[config.mk]
export PLATFORM = sky130hd
export DESIGN_NAME = regfile_mp
export DESIGN_NICKNAME = d
export VERILOG_FILES = /design/src/rtl/regfile_mp.sv
export SDC_FILE = /design/constraint.sdc
export NUM_CORES = 2
export LEC_CHECK = 0
export CORE_UTILIZATION = 35
export CTS_BUF_LIST = sky130_fd_sc_hd__clkbuf_16
export DETAILED_ROUTE_END_ITERATION = 16
export GPL_ROUTABILITY_DRIVEN = 0
export PLACE_DENSITY_LB_ADDON = 0.3
export SYNTH_ARGS = -nofsm -noshare
export SYNTH_HDL_FRONTEND = slang
export SYNTH_SLANG_ARGS = --single-unit
[constraint.sdc]
create_clock -name CLK -period 4.7 [get_ports CLK]
set_input_delay 0.705 -clock CLK [delete_from_list [all_inputs] [get_ports CLK]]
set_output_delay 0.705 -clock CLK [all_outputs]
set_load 0.005 [all_outputs]
[src/rtl/regfile_mp.sv]
// regfile_mp: two-read/two-write register file with a per-register busy scoreboard and optional write forwarding.
module regfile_mp #(
  parameter int DATA_W = 32,
  parameter int NREGS  = 32,
  parameter int AW     = $clog2(NREGS),
  parameter int BYPASS = 1
) (
  input  logic              CLK,
  input  logic              RST,
  input  logic [AW-1:0]     ReadReg1,
  input  logic [AW-1:0]     ReadReg2,
  output logic [DATA_W-1:0] ReadData1,
  output logic [DATA_W-1:0] ReadData2,
  output logic              ReadBusy1,
  output logic              ReadBusy2,
  input  logic [AW-1:0]     WriteReg0,
  input  logic [DATA_W-1:0] WriteData0,
  input  logic              RegWre0,
  input  logic [AW-1:0]     WriteReg1,
  input  logic [DATA_W-1:0] WriteData1,
  input  logic              RegWre1,
  input  logic [AW-1:0]     SetBusyReg,
  input  logic              SetBusy
);
  logic [DATA_W-1:0] regs [NREGS];
  logic [NREGS-1:0]  busy;
  logic              we0, we1, fw0, fw1;
  assign we0 = RegWre0 && WriteReg0 != '0;
  assign we1 = RegWre1 && WriteReg1 != '0;
  assign fw0 = BYPASS != 0 && !RST && we0;
  assign fw1 = BYPASS != 0 && !RST && we1;
  // Port 1 is assigned last so it wins a same-address collision; the set is last so it beats a clear.
  always_ff @(posedge CLK) begin
    if (RST) begin
      for (int i = 0; i < NREGS; i++) regs[i] <= '0;
      busy <= '0;
    end else begin
      if (we0) begin
        regs[WriteReg0] <= WriteData0;
        busy[WriteReg0] <= 1'b0;
      end
      if (we1) begin
        regs[WriteReg1] <= WriteData1;
        busy[WriteReg1] <= 1'b0;
      end
      if (SetBusy && SetBusyReg != '0) busy[SetBusyReg] <= 1'b1;
    end
  end
  assign ReadData1 = ReadReg1 == '0 ? '0
                   : fw1 && WriteReg1 == ReadReg1 ? WriteData1
                   : fw0 && WriteReg0 == ReadReg1 ? WriteData0
                   : regs[ReadReg1];
  assign ReadData2 = ReadReg2 == '0 ? '0
                   : fw1 && WriteReg1 == ReadReg2 ? WriteData1
                   : fw0 && WriteReg0 == ReadReg2 ? WriteData0
                   : regs[ReadReg2];
  assign ReadBusy1 = ReadReg1 != '0 && busy[ReadReg1];
  assign ReadBusy2 = ReadReg2 != '0 && busy[ReadReg2];
endmodule

==> flow_summary.ini <==
[outcome]
status = complete, but fails checks
violations = negative setup slack

[job]
drv_cap = 0

[min_path]
whs_path_depth = 2
hold_end = busy[3]
hold_path.class = reg -> reg
min-delay-start = busy[3]

[logic_synthesis]
synth_top_family_by_area = multiplexers
ys_types = 62
synth_edf_count = 1024
synth-compound-area-share_pct = 18.16
synthArstFlopShare_pct = 0
postSynthAreaPerCell_sq_um = 13.87
synth_ff_type = edfxtp_1
synth_xor_area_share_pct = 0.2832
ys_ff_latch = 1056
synth_adder_area_share_pct = 0
syn_area_sq_mm = 0.06185
synth-simple-area-share_pct = 4.098
synth_mux_area_share_pct = 21.93
postSynthCellCount = 4461
synth.yosys.warnings = 0
synth_seq_area_share_pct = 50.75

[layout]
fin_nets = 4573
post-route-util_pct = 41.21
layout-drive-gt1-share_pct = 28.10
stdcell_area_sq_mm = 0.07203
area_growth_pct = 16.45
fillCellCount = 15820

[route]
wl_met3_mm = 31.42
drcViolationCount = 0
wl_mm = 268.4
num_vias = 47850
wl_met2_mm = 122.6
via_per_inst = 6.935
ant_nets = 0
wl_per_cell_microns = 38.90
dr.max_layer_used = met5
m1WireLength_mm = 91.90
drtIter0Drc = 6658
dr.pass1.iters = 6

[sta]
slew_violations = 0
fin_crit_ns = 4.766
rsz0062_at_grt = no
whs_ns = 0.4775
slew_headroom_pct = 15.88
worstMarginPinSlew_ns = 1.255
finClkSkew_ns = 0
hold_viol_final = 0
fin_ws_ns = -0.06620
setup_viol = 1
fin_crit_sh_pct = 101.4
clock.fmax_mhz = 209.8

[pwr]
power.total_mw = 24.32
p_leak_nw = 24.20
p_per_area_mw_per_mm2 = 337.6
peakVddDrop_uv = 280.5

[global_routing]
antenna_found_initial = 4
grt-ovfl-total = 0
grt_pass1_vias = 46930
grt_pass1_wl_mm = 369.7
track_usage_pct = 29.27
grt_start_max_net_pins = 90

[placement]
placed_area_sq_mm = 0.06829
io_buffers = 159
post-dp-hpwl_mm = 169.0

[critical_path]
startpoint_type = input pin
worstRegToRegCells = 2
path_delay_family = buffers and inverters
cp_max_fo = 23
crit_type = in -> out
critPathLaunch = WriteReg0[3]
path_cells = clkdlybuf4s50_1 > buf_4 > or3_1 > o211a_1 > and2_4 > nor4b_1 > o221a_1 > clkdlybuf4s50_1
crit_arrival_ns = 4.06
cp_num_buf_inv = 3
cp-end-kind = primary output
cpPeakStageDelay_ns = 0.60
critPathRequiredTime_ns = 3.99
timing.rr.end = busy[14]
cpMaxStageDelayCell = clkdlybuf4s50_1
worstReg2RegStart = busy[14]
cpMostUsedCell = clkdlybuf4s50_1
rrSetupSlack_ns = 3.96

[clock_tree]
cts_buffer_depth = 3
hold_buffers = 0
cts.clk_slew.worst_paths_ns = 0.07
cts_htree_levels = 3
root_buffer = clkbuf_16
cts_setup_buffers = 0
cts_tree = built
cts-buffers-inserted = 112
clock_sink_count = 1056
clock_latency_ns = 0.77

[die]
ios = 160
start_util_pct = 35.39
fp.dieW_microns = 422.4
die_area_sq_mm = 0.1784
core_sq_mm = 0.1748
fp.dieH_microns = 422.4
rows = 153
[tightest hold or removal path: stages (launching register included)]
cell,delay [ns]
dfxtp_1,0.32
inv_1,0.05
o21ai_0,0.07
[worst max path at each step]
stage	to	slack, ns	depth (start not counted)
final	ReadData2[17]	-0.07	8
after global routing	ReadData2[17]	0.006	8
after CTS	ReadData2[17]	0.004	7
after detailed placement	ReadData2[15]	-0.12	8
after global placement	ReadData2[15]	-0.14	9
after floorplan	regs[11][0]	0.92	5
[state kept, by name, summed over array words and instances (netlist names)]
register / cells
busy: 32
regs: 1024
[cells in the final DEF (no fill, tap or decap), types with 20 or more instances in the layout]
master,count
conb_1,32
clkdlybuf4s50_1,149
a211oi_1,32
inv_1,83
clkinv_2,24
nor3_2,37
nand4_1,24
nand2_1,55
nand3_1,22
o221ai_4,27
clkbuf_16,112
o21ai_0,104
nor3_1,138
o22ai_1,147
nor2_1,93
edfxtp_1,1024
clkinv_1,20
mux2_2,130
a22oi_1,22
dfxtp_1,32
mux4_2,463
a21oi_1,45
buf_12,56
mux2i_1,167
a22o_1,992
buf_4,332
[synth_stat cells (18+ instances only)]
library cell | instances | share of area (%)
edfxtp_1 | 1024 | 50
a22o_1 | 992 | 14
clkbuf_1 | 498 | 3.0
mux4_2 | 463 | 17
nor3_1 | 172 | 1.4
mux2i_1 | 167 | 2.7
o22ai_1 | 147 | 1.5
mux2_2 | 130 | 2.4
buf_2 | 111 | 0.90
nor2_1 | 110 | 0.67
o21ai_0 | 104 | 0.84
inv_1 | 65 | 0.39
nand2_1 | 55 | 0.33
buf_1 | 48 | 0.29
a21oi_1 | 45 | 0.36
a211oi_1 | 32 | 0.39
dfxtp_1 | 32 | 1.0
o221ai_1 | 28 | 0.40
nand4_1 | 24 | 0.24
nand3_1 | 23 | 0.19
a22oi_1 | 22 | 0.27
nor4_1 | 18 | 0.18
[per-layer routing]
layer,global-route usage (%),vias up
met5,0,-
met4,21.35,6
met3,7.055,967
met2,45.98,3799
met1,35.05,24480
li1,-,18610
[where the power goes]
| group | internal (mW) | leakage, nW | switching [mW] | total [mW] |
|---|---|---|---|---|
| clock | 5.16 | 1.89 | 4.05 | 9.21 |
| combinational | 1.60 | 12.2 | 2.32 | 3.93 |
| sequential | 10.9 | 10.1 | 0.276 | 11.2 |
[final cells by class]
type                       count  area (sq um)  share of cell area [%]
sequential                  1056         31390                   43.58
multi-input combinational   2698         28550                   39.64
timing repair buffer         545          5220                   7.247
tap                         2325          2909                   4.039
clock buffer                 112          2803                   3.891
clock inverter                96         898.4                   1.247
inverter                      66         249.0                  0.3457
antenna                        2         5.005                0.006948
[through the flow]
stage	setup TNS, ns	std cells	setup slack (ns)
after global placement	-0.1816	6690	-0.1366
after floorplan	0	4492	0.9157
after detailed placement	-0.1165	6690	-0.1165
after global routing	0	6898	0.005690
final	-0.06620	6900	-0.06620
after CTS	0	6898	0.004113
[cells by family (layout without fill, tap and decap cells)]
| family | Yosys count | count (layout) |
|---|---|---|
| and+or+nand+nor | 493 | 493 |
| xor gates and xnor gates | 20 | 20 |
| other | 1 | 34 |
| DFF | 1056 | 1056 |
| muxes | 760 | 760 |
| buffers and inverters | 738 | 819 |
| AOI/OAI and AO/OA | 1393 | 1393 |
[repair_timing]
item                                    4_1_cts  5_1_grt
pin swaps                                     0        1
endpoints found under the setup margin        1        5
gates resized for setup                       1        7
No activity file was read; power rests on OpenSTA's default activity.
